**config.mk**
```make
export PLATFORM = sky130hd
export DESIGN_NAME = alu_issue_unit_flat
export DESIGN_NICKNAME = d
export VERILOG_FILES = /design/src/rtl/alu_issue_unit_if.sv /design/src/rtl/alu_issue_unit.sv /design/src/flat_wrapper.sv
export SDC_FILE = /design/constraint.sdc
export NUM_CORES = 2
export LEC_CHECK = 0
export BUFFER_PORTS_ARGS = -buffer_cell sky130_fd_sc_hd__buf_2
export CAP_MARGIN = 20
export CORE_AREA = 2 2 327 652
export DETAILED_ROUTE_END_ITERATION = 12
export DIE_AREA = 0 0 329 654
export PLACE_DENSITY_LB_ADDON = 0.08
export SLEW_MARGIN = 20
export SYNTH_ARGS = -nofsm -noshare
export SYNTH_HDL_FRONTEND = slang
export SYNTH_SLANG_ARGS = --single-unit
```
**constraint.sdc**
```tcl
create_clock -name clk -period 3.84 [get_ports clk]
set_input_delay 0.768 -clock clk [delete_from_list [all_inputs] [get_ports clk]]
set_output_delay 0.768 -clock clk [all_outputs]
set_load 0.05 [all_outputs]
```
**src/rtl/alu_issue_unit_if.sv**
```systemverilog
// Instruction handshake, ALU port and writeback bundle between the issue unit and its neighbours.
interface alu_issue_unit_if #(
    parameter int unsigned XLEN = 64
);
    logic            instr_valid;
    logic [31:0]     instr;
    logic            instr_ready;
    logic [2:0]      alu_funct3;
    logic [6:0]      alu_funct7;
    logic [XLEN-1:0] alu_rs1;
    logic [XLEN-1:0] alu_rs2;
    logic [XLEN-1:0] alu_rd;
    logic            wb_valid;
    logic [4:0]      wb_addr;
    logic [XLEN-1:0] wb_data;
    logic            illegal;

    modport slave (
        input  instr_valid, instr, alu_rd,
        output instr_ready, alu_funct3, alu_funct7, alu_rs1, alu_rs2,
               wb_valid, wb_addr, wb_data, illegal
    );

    modport master (
        output instr_valid, instr, alu_rd,
        input  instr_ready, alu_funct3, alu_funct7, alu_rs1, alu_rs2,
               wb_valid, wb_addr, wb_data, illegal
    );
endinterface

```
**src/rtl/alu_issue_unit.sv**
```systemverilog
// Sequential OP/OP-IMM issue and writeback front end for the RV64 integer ALU.
// One instruction in flight: IDLE -> DECODE -> EXEC -> WB, with illegal words dropped in DECODE.
module alu_issue_unit #(
    parameter int unsigned XLEN  = 64,
    parameter int unsigned NREGS = 32
) (
    input  logic                clk,
    input  logic                rst_n,
    alu_issue_unit_if.slave     bus,
    input  logic [4:0]          dbg_addr,
    output logic [XLEN-1:0]     dbg_data
);
    localparam logic [6:0] OPC_OP     = 7'b0110011;
    localparam logic [6:0] OPC_OP_IMM = 7'b0010011;
    localparam logic [6:0] F7_ALT     = 7'b0100000;

    typedef enum logic [1:0] {S_IDLE, S_DECODE, S_EXEC, S_WB} state_e;

    state_e          state_q, state_d;
    logic [31:0]     instr_q, instr_d;
    logic [2:0]      funct3_q, funct3_d;
    logic [6:0]      funct7_q, funct7_d;
    logic [XLEN-1:0] rs1_q, rs1_d;
    logic [XLEN-1:0] rs2_q, rs2_d;
    logic            wb_valid_q, wb_valid_d;
    logic [4:0]      wb_addr_q, wb_addr_d;
    logic [XLEN-1:0] wb_data_q, wb_data_d;
    logic            illegal_q, illegal_d;
    logic [XLEN-1:0] regfile_q [NREGS];
    logic [XLEN-1:0] regfile_d [NREGS];

    logic            dec_legal;
    logic [6:0]      dec_f7;
    logic [XLEN-1:0] dec_rs2;

    wire [6:0] opcode = instr_q[6:0];
    wire [4:0] rd     = instr_q[11:7];
    wire [2:0] f3     = instr_q[14:12];
    wire [4:0] rs1    = instr_q[19:15];
    wire [4:0] rs2    = instr_q[24:20];
    wire [6:0] f7     = instr_q[31:25];

    // Immediate forms force funct7 to zero so ADDI can never alias SUB at the ALU.
    always_comb begin
        dec_legal = 1'b0;
        dec_f7    = '0;
        dec_rs2   = '0;
        if (opcode == OPC_OP) begin
            dec_legal = (f7 == '0) || ((f7 == F7_ALT) && ((f3 == 3'b000) || (f3 == 3'b101)));
            dec_f7    = f7;
            dec_rs2   = regfile_q[rs2];
        end else if (opcode == OPC_OP_IMM) begin
            case (f3)
                3'b001: begin
                    dec_legal = (instr_q[31:26] == 6'b000000);
                    dec_rs2   = {{(XLEN-6){1'b0}}, instr_q[25:20]};
                end
                3'b101: begin
                    dec_legal = (instr_q[31:26] == 6'b000000) || (instr_q[31:26] == 6'b010000);
                    dec_f7    = (instr_q[31:26] == 6'b010000) ? F7_ALT : '0;
                    dec_rs2   = {{(XLEN-6){1'b0}}, instr_q[25:20]};
                end
                default: begin
                    dec_legal = 1'b1;
                    dec_rs2   = {{(XLEN-12){instr_q[31]}}, instr_q[31:20]};
                end
            endcase
        end
    end

    always_comb begin
        state_d    = state_q;
        instr_d    = instr_q;
        funct3_d   = funct3_q;
        funct7_d   = funct7_q;
        rs1_d      = rs1_q;
        rs2_d      = rs2_q;
        wb_valid_d = 1'b0;
        wb_addr_d  = wb_addr_q;
        wb_data_d  = wb_data_q;
        illegal_d  = 1'b0;
        regfile_d  = regfile_q;
        case (state_q)
            S_IDLE: begin
                if (bus.instr_valid) begin
                    instr_d = bus.instr;
                    state_d = S_DECODE;
                end
            end
            S_DECODE: begin
                if (dec_legal) begin
                    funct3_d = f3;
                    funct7_d = dec_f7;
                    rs1_d    = regfile_q[rs1];
                    rs2_d    = dec_rs2;
                    state_d  = S_EXEC;
                end else begin
                    illegal_d = 1'b1;
                    state_d   = S_IDLE;
                end
            end
            S_EXEC: begin
                wb_valid_d = 1'b1;
                wb_addr_d  = rd;
                wb_data_d  = bus.alu_rd;
                if (rd != '0) regfile_d[rd] = bus.alu_rd;
                state_d = S_WB;
            end
            default: state_d = S_IDLE;
        endcase
    end

    always_ff @(posedge clk or negedge rst_n) begin
        if (!rst_n) begin
            state_q    <= S_IDLE;
            instr_q    <= '0;
            funct3_q   <= '0;
            funct7_q   <= '0;
            rs1_q      <= '0;
            rs2_q      <= '0;
            wb_valid_q <= 1'b0;
            wb_addr_q  <= '0;
            wb_data_q  <= '0;
            illegal_q  <= 1'b0;
            regfile_q  <= '{default: '0};
        end else begin
            state_q    <= state_d;
            instr_q    <= instr_d;
            funct3_q   <= funct3_d;
            funct7_q   <= funct7_d;
            rs1_q      <= rs1_d;
            rs2_q      <= rs2_d;
            wb_valid_q <= wb_valid_d;
            wb_addr_q  <= wb_addr_d;
            wb_data_q  <= wb_data_d;
            illegal_q  <= illegal_d;
            regfile_q  <= regfile_d;
        end
    end

    assign bus.instr_ready = (state_q == S_IDLE);
    assign bus.alu_funct3  = funct3_q;
    assign bus.alu_funct7  = funct7_q;
    assign bus.alu_rs1     = rs1_q;
    assign bus.alu_rs2     = rs2_q;
    assign bus.wb_valid    = wb_valid_q;
    assign bus.wb_addr     = wb_addr_q;
    assign bus.wb_data     = wb_data_q;
    assign bus.illegal     = illegal_q;
    assign dbg_data        = (dbg_addr == '0) ? '0 : regfile_q[dbg_addr];
endmodule

```
**src/flat_wrapper.sv**
```systemverilog
// flat-port wrapper written by rule: the top's interface ports become plain ports
module alu_issue_unit_flat 
#(
    parameter int unsigned XLEN  = 64,
    parameter int unsigned NREGS = 32
)
  (clk, rst_n, dbg_addr, dbg_data, bus_instr_valid, bus_instr, bus_alu_rd, bus_instr_ready, bus_alu_funct3, bus_alu_funct7, bus_alu_rs1, bus_alu_rs2, bus_wb_valid, bus_wb_addr, bus_wb_data, bus_illegal);
  alu_issue_unit_if #(.XLEN(XLEN)) bus_i ();
  input  logic clk;
  input  logic rst_n;
  input  logic [4:0] dbg_addr;
  output logic [XLEN-1:0] dbg_data;
  input wire logic [$bits(bus_i.instr_valid)-1:0] bus_instr_valid;
  input wire logic [$bits(bus_i.instr)-1:0] bus_instr;
  input wire logic [$bits(bus_i.alu_rd)-1:0] bus_alu_rd;
  output wire logic [$bits(bus_i.instr_ready)-1:0] bus_instr_ready;
  output wire logic [$bits(bus_i.alu_funct3)-1:0] bus_alu_funct3;
  output wire logic [$bits(bus_i.alu_funct7)-1:0] bus_alu_funct7;
  output wire logic [$bits(bus_i.alu_rs1)-1:0] bus_alu_rs1;
  output wire logic [$bits(bus_i.alu_rs2)-1:0] bus_alu_rs2;
  output wire logic [$bits(bus_i.wb_valid)-1:0] bus_wb_valid;
  output wire logic [$bits(bus_i.wb_addr)-1:0] bus_wb_addr;
  output wire logic [$bits(bus_i.wb_data)-1:0] bus_wb_data;
  output wire logic [$bits(bus_i.illegal)-1:0] bus_illegal;
  assign bus_i.instr_valid = bus_instr_valid;
  assign bus_i.instr = bus_instr;
  assign bus_i.alu_rd = bus_alu_rd;
  assign bus_instr_ready = bus_i.instr_ready;
  assign bus_alu_funct3 = bus_i.alu_funct3;
  assign bus_alu_funct7 = bus_i.alu_funct7;
  assign bus_alu_rs1 = bus_i.alu_rs1;
  assign bus_alu_rs2 = bus_i.alu_rs2;
  assign bus_wb_valid = bus_i.wb_valid;
  assign bus_wb_addr = bus_i.wb_addr;
  assign bus_wb_data = bus_i.wb_data;
  assign bus_illegal = bus_i.illegal;
  alu_issue_unit #(.XLEN(XLEN), .NREGS(NREGS)) u_core (.clk(clk), .rst_n(rst_n), .bus(bus_i), .dbg_addr(dbg_addr), .dbg_data(dbg_data));
endmodule
```
==> reports/results.ini <==
[timing]
final_hold_viol_count = 0
period_needed_ns = 3.93
worst_slew_pin_slew_ns = 1.24
setup_viol = 17
setup_ws_ns = -0.0882
finClkSkew_ns = 0.0373
maxSlewHeadroom_pct = 16.6
slew_viol_final = 0
fmaxAchievable_ghz = 0.255
finalCritPeriodShare_pct = 102
rsz0062_at_grt = true

[clock_tree]
cts_made_buffers = 211
path_clk_slew_ns = 0.07
cts.sinks = 2291
cts_tree = built
clk_latency_ns = 0.92
root_buffer = clkbuf_16
clock_path_buffers = 4
htree_levels = 4

[yosys]
synth_enable_flop_cells = 0
ys_top_cells_by_count = dfrtp_1 (2291), mux2_2 (1984), mux4_2 (1397), mux2i_1 (794), clkbuf_1 (632)
synthFlopType = dfrtp_1
yosysMostFrequentCell = dfrtp_1
syn_area_um2 = 134000
syn_area_per_cell_um2 = 14.5
ys_seq_area_share_pct = 42.8
ys_seq_elements = 2291
ys_warn_count = 0
yosysTopAreaCell = dfrtp_1
yosysUniqueCellTypes = 53
async_flop_share_pct = 100
syn-instance-count = 9220
yosys-top-cells-area = dfrtp_1 (43%), mux4_2 (24%), mux2_2 (17%)
synthesis.nets = 9324
synth_top_area_share_pct = 42.8

[outcome]
violations = setup timing
status = finished with violations

[power]
power.density_nw_per_um2 = 442
leakage_nw = 65.0
ir_worst_vdd_mv = 0.576

[critical_path]
cp.arrival_ns = 3.16
cp-end-kind = primary output
crit_type = primary input to primary output
cp_data_required_time_ns = 3.07
crit_fanout = 6
worstSetupStartpointType = primary input

[placement]
pre_cts_ws_ns = -0.319
hpwlAfterDp_mm = 295
globalplace.congestion = 0.923
place_inst = 11900
port_buffers = 377

[final_layout]
finalNetCount = 9440
multi_input_area_um2 = 72300
drive_gt1_share_pct = 50.5
seq_area_um2 = 57400
area_growth_syn_to_layout_pct = 12.0
nFillCells = 13900
final_core_utilization_pct = 71.4
fin_cells = 12300

[global_routing]
grt-ovfl-total = 0
grt_max_degree = 103
antenna_found_initial = 35
track_usage_pct = 44.6
first_global_vias = 100000
grt_pass1_wl_mm = 691

[worst_hold_path]
hp-class = primary input to flip-flop

[die]
dieWidth_um = 329
die_h_um = 654
initial_utilization_pct = 63.8
rows = 238
io_pins = 378
core_area_um2 = 210000
die-area_um2 = 215000

[drt]
initialDrtViolationCount = 11500
drcViolationCount = 0
dr.pass1.iters = 6
wl_per_cell_um = 38.7
antenna_left = 0
dr_total_vias = 95900
wl_mm = 475
routed_via_density = 7.81

[run]
maxCapViolCount = 0

==> what timing repair did <==
item	CTS	global route
gates resized for setup	78	37
endpoints found under the setup margin	33	37
endpoints found under the hold margin	36	0
pin swaps	2	1
hold buffers	1	0
buffers inserted	17	1
gates cloned	7	2
==> metrics by stage <==
step                cell area, µm²  hold WS, ns  TNS [ns]  total power, mW
detailed placement          142000        0.402     -2.93             43.3
CTS                         150000       0.0656    -0.320             66.1
global route                150000        0.105    -0.835             67.9
global placement            142000        0.393     -2.70             43.0
finish                      150000       0.0916    -0.675             66.2
floorplan                   134000        0.438         0             37.6
==> routing by layer <==
metal	share of wire [%]	global-route usage, %	wire, µm	vias to the layer above
met3	11	10.7	50200	2318
met1	33	54.5	158000	50300
met5	0.026	0	124	-
met2	47	68.8	221000	6837
li1	-	-	-	36400
met4	9.6	34.0	45700	18
==> power by group <==
part           internal, mW  switching, mW
logic                  6.38           10.1
registers              25.4           1.42
clock network          13.1           9.80
==> cell usage in the layout, fill, tap and decap left out, types with 8 or more instances in the layout <==
cell / netlist / layout
dfrtp_1: 2291 / 2283
mux2_2: 1984 / 1984
mux4_2: 1397 / 1397
mux2i_1: 794 / 782
buf_4: 48 / 392
nand2_1: 374 / 355
buf_2: 296 / 347
o22ai_1: 229 / 229
clkbuf_16: 0 / 215
buf_12: 0 / 193
o221ai_1: 166 / 166
a21oi_1: 130 / 118
nor2_1: 125 / 115
nor2b_1: 104 / 102
o21ai_0: 96 / 96
o211ai_1: 83 / 83
a211oi_1: 68 / 59
o31ai_1: 55 / 55
o32a_1: 47 / 47
clkinv_2: 0 / 47
mux2_1: 39 / 39
clkbuf_8: 0 / 37
nand3_1: 37 / 36
bufinv_16: 0 / 34
clkbuf_1: 632 / 33
nand3b_1: 28 / 28
buf_6: 17 / 22
nand2_4: 1 / 20
o21ai_1: 19 / 19
nor2_4: 1 / 18
diode_2: 0 / 15
buf_16: 0 / 14
a211oi_2: 0 / 9
mux2i_2: 0 / 8
a22oi_1: 8 / 8
dfrtp_4: 0 / 8
==> cells by family after synthesis <==
group / count (synthesis) / synth area share (%)
compound gates: 919 / 4.74
simple gates: 715 / 2.43
mux: 4214 / 46.5
buf+inv: 1080 / 3.54
xor+xnor: 1 / 0.00654
flops: 2291 / 42.8
==> registers in the layout (all words and copies together) (netlist names) <==
name,cells
u_core.bus.wb_valid,1
u_core.bus.alu_funct3,3
u_core.bus.alu_funct7,7
u_core.bus.illegal,1
u_core.bus.wb_data,64
u_core.bus.wb_addr,5
u_core.regfile_q,2048
u_core.bus.alu_rs2,64
u_core.state_q,2
u_core.bus.alu_rs1,64
u_core.instr_q,32
==> critical path: stages <==
cell and delay [ns]:
buf_16 0.16, bufbuf_16 0.34, buf_4 0.16, mux4_2 0.52, mux4_2 0.50, a21oi_4 0.25
buf_6 0.16, nor2_1 0.05, buf_4 0.21
==> area by class of cell <==
type,count,share of cell area (%)
multi-input combinational,5849,48.2
sequential,2291,38.3
timing repair buffer,981,6.28
clock buffer,282,3.97
tap,2760,2.30
clock inverter,94,0.910
antenna,15,0.0250
inverter,2,0.00835
==> path summary, 6_finish.rpt <==
path,start,to,slack [ns],cells after the start
max,dbg_addr[0],dbg_data[0],-0.09,9
min reg2reg,u_core.regfile_q[2010]$_DFFE_PN0P_,u_core.regfile_q[2010]$_DFFE_PN0P_,0.42,0
min in group asynchronous,rst_n,u_core.regfile_q[1843]$_DFFE_PN0P_,0.35,2
max in group asynchronous,rst_n,u_core.regfile_q[1810]$_DFFE_PN0P_,1.92,4
min,bus_instr[18],u_core.instr_q[18]$_DFFE_PN0P_,0.09,3
max reg2reg,u_core.instr_q[17]$_DFFE_PN0P_,u_core.bus.alu_rs1[37]$_DFFE_PN0P_,0.41,7
Power figures use the tool's default switching activity.
